--- src/rtl/lc3b_types.sv ---
// ---------------------------------------------------------------------------
// lc3b_types
// Shared types for the line/word datapath:
//   lc3b_word        - 16-bit machine word (default streamer output width)
//   lc3b_burst       - 128-bit cache line (default streamer input width)
//   streamer_state_e - line_word_streamer FSM state
//   idx_width()      - word-index width helper, never narrower than 1 bit
// ---------------------------------------------------------------------------
package lc3b_types;

  typedef logic [15:0]  lc3b_word;
  typedef logic [127:0] lc3b_burst;

  localparam int unsigned LC3B_WORD_W  = $bits(lc3b_word);
  localparam int unsigned LC3B_BURST_W = $bits(lc3b_burst);

  typedef enum logic {
    IDLE   = 1'b0,
    STREAM = 1'b1
  } streamer_state_e;

  // A one-word line still needs a 1-bit index port.
  function automatic int unsigned idx_width(input int unsigned nwords);
    int unsigned w;
    w = $clog2(nwords);
    return (w < 32'd1) ? 32'd1 : w;
  endfunction

endpackage

--- src/rtl/word_mux.sv ---
// ---------------------------------------------------------------------------
// word_mux
// Combinational selection of one WORD_WIDTH slice out of a line.
//   line  in  LINE_WIDTH  packed line, word k at [k*WORD_WIDTH +: WORD_WIDTH]
//   index in  IDX_W       word to select
//   word  out WORD_WIDTH  selected word
// ---------------------------------------------------------------------------
module word_mux
  import lc3b_types::*;
#(
  parameter  int unsigned LINE_WIDTH = LC3B_BURST_W,
  parameter  int unsigned WORD_WIDTH = LC3B_WORD_W,
  localparam int unsigned NWORDS     = LINE_WIDTH / WORD_WIDTH,
  localparam int unsigned IDX_W      = idx_width(NWORDS)
) (
  input  logic [LINE_WIDTH-1:0] line,
  input  logic [IDX_W-1:0]      index,
  output logic [WORD_WIDTH-1:0] word
);

  // Compare-and-select loop keeps every slice in range, including the
  // one-word case where the index bit has no matching word.
  always_comb begin
    word = '0;
    for (int k = 0; k < int'(NWORDS); k++) begin
      if (index == IDX_W'(k)) begin
        word = line[k*WORD_WIDTH +: WORD_WIDTH];
      end else begin
        word = word;
      end
    end
  end

endmodule

--- src/rtl/line_word_streamer.sv ---
// ---------------------------------------------------------------------------
// line_word_streamer
// Accepts one cache line and streams it out as NWORDS words, either
// critical-word-first with wrap-around (WRAP_MODE=1) or from word 0.
//   clk, rst_n  clock (rising) and asynchronous active-low reset
//   in_valid    line offered          in_ready  line can be accepted
//   in_line     line data             in_offset byte offset of requested word
//   abort       synchronous cancel of the current burst
//   out_valid   out_word valid        out_ready consumer accepts the word
//   out_word    current word          out_index word index within the line
//   out_last    final word of the burst
// ---------------------------------------------------------------------------
module line_word_streamer
  import lc3b_types::*;
#(
  parameter  int unsigned LINE_WIDTH = LC3B_BURST_W,
  parameter  int unsigned WORD_WIDTH = LC3B_WORD_W,
  parameter  int unsigned WRAP_MODE  = 1,
  localparam int unsigned NWORDS     = LINE_WIDTH / WORD_WIDTH,
  localparam int unsigned OFS_W      = $clog2(LINE_WIDTH / 8),
  localparam int unsigned IDX_W      = idx_width(NWORDS)
) (
  input  logic                  clk,
  input  logic                  rst_n,
  input  logic                  in_valid,
  output logic                  in_ready,
  input  logic [LINE_WIDTH-1:0] in_line,
  input  logic [OFS_W-1:0]      in_offset,
  input  logic                  abort,
  output logic                  out_valid,
  input  logic                  out_ready,
  output logic [WORD_WIDTH-1:0] out_word,
  output logic [IDX_W-1:0]      out_index,
  output logic                  out_last
);

  // Byte-offset bits below this position address bytes inside one word.
  localparam int unsigned WB       = $clog2(WORD_WIDTH / 8);
  localparam logic [IDX_W-1:0] LAST_IDX = IDX_W'(NWORDS - 32'd1);

  streamer_state_e       state_r;
  logic [LINE_WIDTH-1:0] line_r;
  logic [IDX_W-1:0]      idx_r;
  logic [IDX_W-1:0]      beat_r;
  logic                  out_valid_r;
  logic                  out_last_r;

  logic [IDX_W-1:0]      start_idx_s;
  logic [IDX_W-1:0]      idx_next_s;
  logic [IDX_W-1:0]      beat_inc_s;
  logic [WORD_WIDTH-1:0] word_s;

  assign in_ready  = (state_r == IDLE) && !abort;
  assign out_valid = out_valid_r;
  assign out_last  = out_last_r;
  assign out_index = idx_r;
  assign out_word  = word_s;

  // Start word of a new burst; the shift drops the byte-within-word bits.
  always_comb begin
    if (WRAP_MODE != 32'd0) begin
      start_idx_s = IDX_W'(in_offset >> WB);
    end else begin
      start_idx_s = '0;
    end
  end

  // Index wraps explicitly so NWORDS need not fill the IDX_W range.
  always_comb begin
    beat_inc_s = beat_r + IDX_W'(1);
    if (idx_r == LAST_IDX) begin
      idx_next_s = '0;
    end else begin
      idx_next_s = idx_r + IDX_W'(1);
    end
  end

  // Word selection reads only the registered buffer and index, so nothing
  // on in_* reaches out_word combinationally.
  word_mux #(
    .LINE_WIDTH (LINE_WIDTH),
    .WORD_WIDTH (WORD_WIDTH)
  ) u_word_mux (
    .line  (line_r),
    .index (idx_r),
    .word  (word_s)
  );

  // Burst FSM: abort outranks both the accept and the output handshake.
  always_ff @(posedge clk or negedge rst_n) begin
    if (!rst_n) begin
      state_r     <= IDLE;
      line_r      <= '0;
      idx_r       <= '0;
      beat_r      <= '0;
      out_valid_r <= 1'b0;
      out_last_r  <= 1'b0;
    end else if (abort) begin
      state_r     <= IDLE;
      beat_r      <= '0;
      out_valid_r <= 1'b0;
      out_last_r  <= 1'b0;
    end else begin
      case (state_r)
        IDLE: begin
          if (in_valid) begin
            state_r     <= STREAM;
            line_r      <= in_line;
            idx_r       <= start_idx_s;
            beat_r      <= '0;
            out_valid_r <= 1'b1;
            out_last_r  <= (LAST_IDX == '0);
          end
        end
        STREAM: begin
          if (out_ready) begin
            if (out_last_r) begin
              state_r     <= IDLE;
              out_valid_r <= 1'b0;
              out_last_r  <= 1'b0;
            end else begin
              idx_r      <= idx_next_s;
              beat_r     <= beat_inc_s;
              out_last_r <= (beat_inc_s == LAST_IDX);
            end
          end
        end
        default: begin
          state_r     <= IDLE;
          beat_r      <= '0;
          out_valid_r <= 1'b0;
          out_last_r  <= 1'b0;
        end
      endcase
    end
  end

endmodule

--- config.mk ---
export PLATFORM = sky130hd
export DESIGN_NAME = line_word_streamer
export DESIGN_NICKNAME = d
export VERILOG_FILES = /design/src/rtl/lc3b_types.sv /design/src/rtl/word_mux.sv /design/src/rtl/line_word_streamer.sv
export SDC_FILE = /design/constraint.sdc
export NUM_CORES = 1
export LEC_CHECK = 0
export BUFFER_PORTS_ARGS = -buffer_cell sky130_fd_sc_hd__buf_2
export CAP_MARGIN = 10
export CORE_MARGIN = 2
export CORE_UTILIZATION = 54
export DETAILED_ROUTE_END_ITERATION = 8
export GPL_TIMING_DRIVEN = 0
export PLACE_DENSITY = 0.79
export RECOVER_POWER = 50
export SYNTH_ARGS = -nofsm -noshare
export SYNTH_HDL_FRONTEND = slang
export SYNTH_SLANG_ARGS = --single-unit
--- constraint.sdc ---
create_clock -name clk -period 2.5 [get_ports clk]
set_clock_uncertainty 0.15 [all_clocks]
set_input_delay 0.125 -clock clk [delete_from_list [all_inputs] [get_ports clk]]
set_output_delay 0.125 -clock clk [all_outputs]
set_load 0.1 [all_outputs]
# Word level (Yosys, flattened, before mapping)
# Cells that the tools add are included.
[word_totals]
memories = 0
mem_bits_ro = 0
reg_bits = 137
word_cells = 66
latchBits = 0
output_inout_bits = 22
in_bits = 137
ram_bits = 0
[classes]
n_bitwise = 2
reduce_logical = 8
multipliers = 0
eq_ne = 15
order_cmp = 0
n_shift = 0
muxes = 33
n_div = 0
add_sub_neg = 2
[op_table]
columns = ["op", "n"]
rows = [
  ["2-to-1 mux 16 bit", 8],
  ["2-to-1 mux 3 bit", 8],
  ["equality test 3 bit (second input constant)", 5],
  ["2-to-1 mux 1 bit", 12],
  ["one-hot mux 3 bit (2 select lines)", 2],
  ["!= test 3 bit (second input constant)", 3],
  ["AND reduction 3 bit", 3],
  ["adder 3 x 1 -> 3 bit (second input constant)", 2],
  ["equality test 3 x 2 -> 1 bit (second input constant)", 2],
  ["!= test 2 bit (second input constant)", 3],
  ["one-hot mux 1 bit (2 select lines)", 3],
  ["AND reduction 4 bit", 1],
  ["equality test 3 x 1 -> 1 bit (second input constant)", 1],
  ["zero test 3 bit", 1],
  ["!= test 3 x 2 -> 1 bit (second input constant)", 1],
  ["inverter 1 bit", 2],
  ["AND reduction 2 bit", 1],
  ["logical AND 1 bit", 1],
  ["zero test 1 bit", 1],
]

# Logic depth before layout (Yosys ltp)
[depth]
word_depth = 9
mapped_depth = 10
ltp_nobuf = 6

# Modules after synthesis
# A second synthesis with hierarchy kept.
[hier_totals]
hier_cells = 513
hier_area_um2 = 6731.5
[by_module_without_submodules]
columns = ["module", "n_inst", "seq_area_each_um2", "cells_per_inst", "area_per_inst_um2"]
rows = [
  ["line_word_streamer", 1, 3428.3, 324, 5368.9],
  ["word_mux", 1, 0.0, 189, 1362.6],
]

# Worst setup path after synthesis
# Ideal clock, no wire load.
[synth_timing]
path_type = "reg-to-output"
from = "register idx_r[2] (netlist: out_index[2])"
to = "output out_word[10]"
path_slack_ns = -2.043
t_required_ns = 2.225
n_path_buf = 4
stages_incl_launch_ff = 11
arrival_time_ns = 4.268
path_cell_list = "dfrtp_1 > clkinv_1 > clkbuf_1 > ha_1 > buf_6 > or2_1 > buf_6 > buf_6 > a221oi_2 > o22ai_1 > a21oi_1"
[synth_via]
elab_chain_len = 9
elab_cells_between_ends = 16
cone_classes = "eq/ne: 7; mux: 8; reduce/logical: 1"
[synth_lines]
columns = ["item", "line_no", "text"]
rows = [
  ["from (decl)", "line_word_streamer.sv:43", "logic [IDX_W-1:0] idx_r;"],
  ["from (signal assigned)", "line_word_streamer.sv:109", "idx_r <= start_idx_s;"],
  ["from (signal assigned)", "line_word_streamer.sv:122", "idx_r <= idx_next_s;"],
  ["zero test 3 bit", "word_mux.sv:26", "if (index == IDX_W'(k)) begin"],
  ["2-to-1 mux 16 bit (7 in a row)", "word_mux.sv:26", ""],
  ["2-to-1 mux 16 bit *", "word_mux.sv:26", ""],
  ["to (decl)", "line_word_streamer.sv:32", "output logic [WORD_WIDTH-1:0] out_word,"],
]
# Mark *: on every way between the ends. The rest lies on a longest branch, timed or not.

# Final worst setup path
[layout_timing]
from = "register idx_r[0] (netlist: out_index[0])"
to = "output out_word[6]"
# The elaborated chain is that of the path after synthesis.

==> flow_summary.yaml <==
power_and_ir_drop:
  internal-power_mw: 6.696
  leakagePower_nw: 4.890
  clockPowerShare_pct: 26.0
  vdd_drop_max_mv: 0.9962
  pwr_density_cell_mw_per_mm2: 1056
  pwr-share-comb_pct: 48.2
  power_switching_share_pct: 41.85
  p_switching_mw: 4.820
  power.sequential.fraction_pct: 25.8
finish:
  layout.cell_area.non_filler_mm2: 0.01091
  final-instance-count-excl-fill: 1118
  drive_above_1_share_pct: 43.92
  utilization_pct: 87.49
  syn_to_final_growth_pct: 60.30
  num-nets-final: 1077
timing:
  min_setup_slack_post_route_ns: -0.3929
  grt_setup_unrepaired: "true"
  timing.final.crit_period_ns: 2.893
  actual_transition_at_the_worst_max_transition_pin_ns: 1.382
  drv_slew: 0
  finalHoldWorstSlack_ns: 0.2791
  min_period_over_period_pct: 115.7
  finalHoldViolCount: 0
  max_freq_mhz: 345.7
  finalSetupViolCount: 16
  slew-limit-headroom_pct: 7.878
  totalNegativeSetupSlack_ns: -5.080
global_routing:
  grt-ovfl-total: 0
  initial_antenna_violation_count: 0
  grt_util_all_layers_pct: 38.49
  global_route_wire_length_before_repair_mm: 38.27
  grt_pass1_vias: 7027
  grt_max_degree: 88
floorplanning:
  floorplan.die.width_um: 116.3
  dieArea_mm2: 0.01351
  core-area_mm2: 0.01247
  initial_utilization_pct: 54.58
  std_cell_rows: 41
  die_height_um: 116.3
  boundaryPins: 159
status:
  violations: "setup timing"
  status: "finished, violations left"
placement:
  place_hpwl_mm: 13.56
  place_inst: 940
  gp_routability_congestion: 0.8915
  placement.cell_area_mm2: 0.008125
  place.port_buffers: 156
route:
  detailedRoute.firstIterationViolations: 894
  vias: 6852
  routedWlPerCell_um: 25.55
  first_pass_iters: 5
  ant_nets: 0
  wl_mm: 28.56
  route.detailed.drc: 0
  detail_route.vias_per_cell: 6.129
setup_path:
  critPathKind: "flop to output port"
  worstSetupEndpointType: "output port"
  crit_path_max_fanout: 10
  cp_data_required_time_ns: 2.23
  crit_path_start_kind: "flop"
  critical_path_arrival_ns: 2.62
  reg2reg_setup_slack_ns: 0.15
synthesis:
  synth.yosys.seq_area_share_pct: 50.39
  synthCells: 611
  ys_warns: 0
  number_of_synthesized_register_bits: 137
  synth.lib_cells_used.distinct: 34
  asyncSetResetFlopFracSynth_pct: 100.0
  netlist_area_mm2: 0.006804
  synth.net_count: 756
  avgSynthCellArea_um2: 11.14
  synth-edff-count: 0
  synthFlopType: "dfrtp_1"
clock_tree:
  htree_num_levels: 4
  cts_tree: "built"
  worst_skew_pair.late_latency_ns: 0.44
  path_clk_slew_ns: 0.06
  cts_sinks: 137
  cts-buffers-inserted: 17
  cell_at_the_root_of_the_clock_tree: "clkbuf_16"
  clk_path_buf_depth: 2
job:
  max_cap_viol_count: 0
worst_hold_path:
  worstHoldPathType: "input port to flop"
cell usage in the layout, fill, tap and decap left out, types with 23 or more instances in the layout:
cell type and count:
buf_2 146, dlygate4sd3_1 136, dfrtp_1 134, nand2_1 72, mux2_2 60, a21oi_1 44, inv_1 36, mux2_4 36
o21ai_0 33, buf_4 23
cells by family after synthesis:
family                     share of synthesized area [%]
xor gates and xnor gates                          0.2575
DFF                                                50.39
and+or+nand+nor                                    9.011
muxes                                              18.17
adders and majority gates                          1.471
AOI/OAI and AO/OA                                  14.23
buffers and inverters                              6.473
worst max-delay path, cell delays in order, from the launching register on:
cell and delay (ns):
dfrtp_2 0.45, ha_4 0.18, buf_4 0.12, ha_1 0.31
clkbuf_2 0.30, o31ai_2 0.54, a21oi_4 0.07, buf_12 0.19
flip-flops by register name, summed over array words and instances, names as in the netlist:
signal / flops
beat_r: 3
line_r: 128
out_index: 3
out_last: 1
out_valid: 1
state_r: 1
cell type report:
class	count	area (um2)
buffer	43	351.6
tap	172	215.2
multi-input combinational	389	3556
fill	475	1559
clock inverter	12	220.2
sequential	137	3435
antenna	1	2.502
clock buffer	20	456.7
inverter	38	155.1
timing repair buffer	306	2515
cells in the mapped netlist, drive strengths merged (2+ instances only):
| cell type | count | area (um2) |
|---|---|---|
| nand2 | 73 | 276.5 |
| ha | 8 | 100.1 |
| mux2 | 96 | 1216 |
| and2 | 2 | 12.51 |
| a221oi | 16 | 202.7 |
| nand2b | 18 | 112.6 |
| inv | 37 | 138.9 |
| nand3b | 18 | 135.1 |
| dfrtp | 137 | 3428 |
| buf | 27 | 222.7 |
| o22ai | 16 | 100.1 |
| a21oi | 70 | 350.3 |
| clkbuf | 20 | 75.07 |
| o21a | 2 | 15.01 |
| nor2 | 9 | 36.29 |
| mux2i | 2 | 20.02 |
| nand3 | 3 | 15.01 |
| o21ai | 33 | 165.2 |
| o31ai | 16 | 120.1 |
power groups by stage:
stage / logic (mW) / registers [mW] / clock network, mW
after floorplan: 3.05 / 2.92 / 0
after global placement: 3.79 / 2.89 / 0
after detailed placement: 3.87 / 2.91 / 0
after CTS: 4.98 / 2.89 / 2.88
after global routing: 5.68 / 2.98 / 3.05
final: 5.55 / 2.98 / 2.99
path summary, 6_finish.rpt:
kind | startpoint | to | depth (start not counted)
worst min-delay path | in_line[73] | line_r[73] | 4
worst max-delay path | out_index[0] | out_word[6] | 7
worst min register to register | line_r[113] | line_r[113] | 1
max in group asynchronous | rst_n | out_index[2] | 3
min in group asynchronous | rst_n | line_r[110] | 2
worst max register to register | state_r | beat_r[2] | 6
timing repair:
| action | in CTS | in global routing |
|---|---|---|
| setup buffers | 11 | 1 |
| hold endpoints to repair | 274 | 0 |
| hold buffers | 136 | 0 |
| cloned | 1 | 0 |
| endpoints found under the setup margin | 16 | 16 |
| resized for setup | 110 | 64 |
| pin swaps | 11 | 19 |
routing by layer:
| metal | global-route usage [%] | part of all wire, % |
|---|---|---|
| met5 | 0 | 0 |
| met4 | 23.81 | 8.2 |
| met3 | 8.718 | 8.5 |
| met2 | 66.12 | 49 |
| met1 | 43.63 | 34 |
stage by stage:
| step | total power, mW | setup WS (ns) |
|---|---|---|
| floorplan | 5.966 | -0.3529 |
| global placement | 6.678 | -1.004 |
| detailed placement | 6.780 | -0.3480 |
| CTS | 10.75 | -0.2932 |
| global route | 11.72 | -0.4441 |
| finish | 11.52 | -0.3929 |
(Power assumes the default switching activity.)
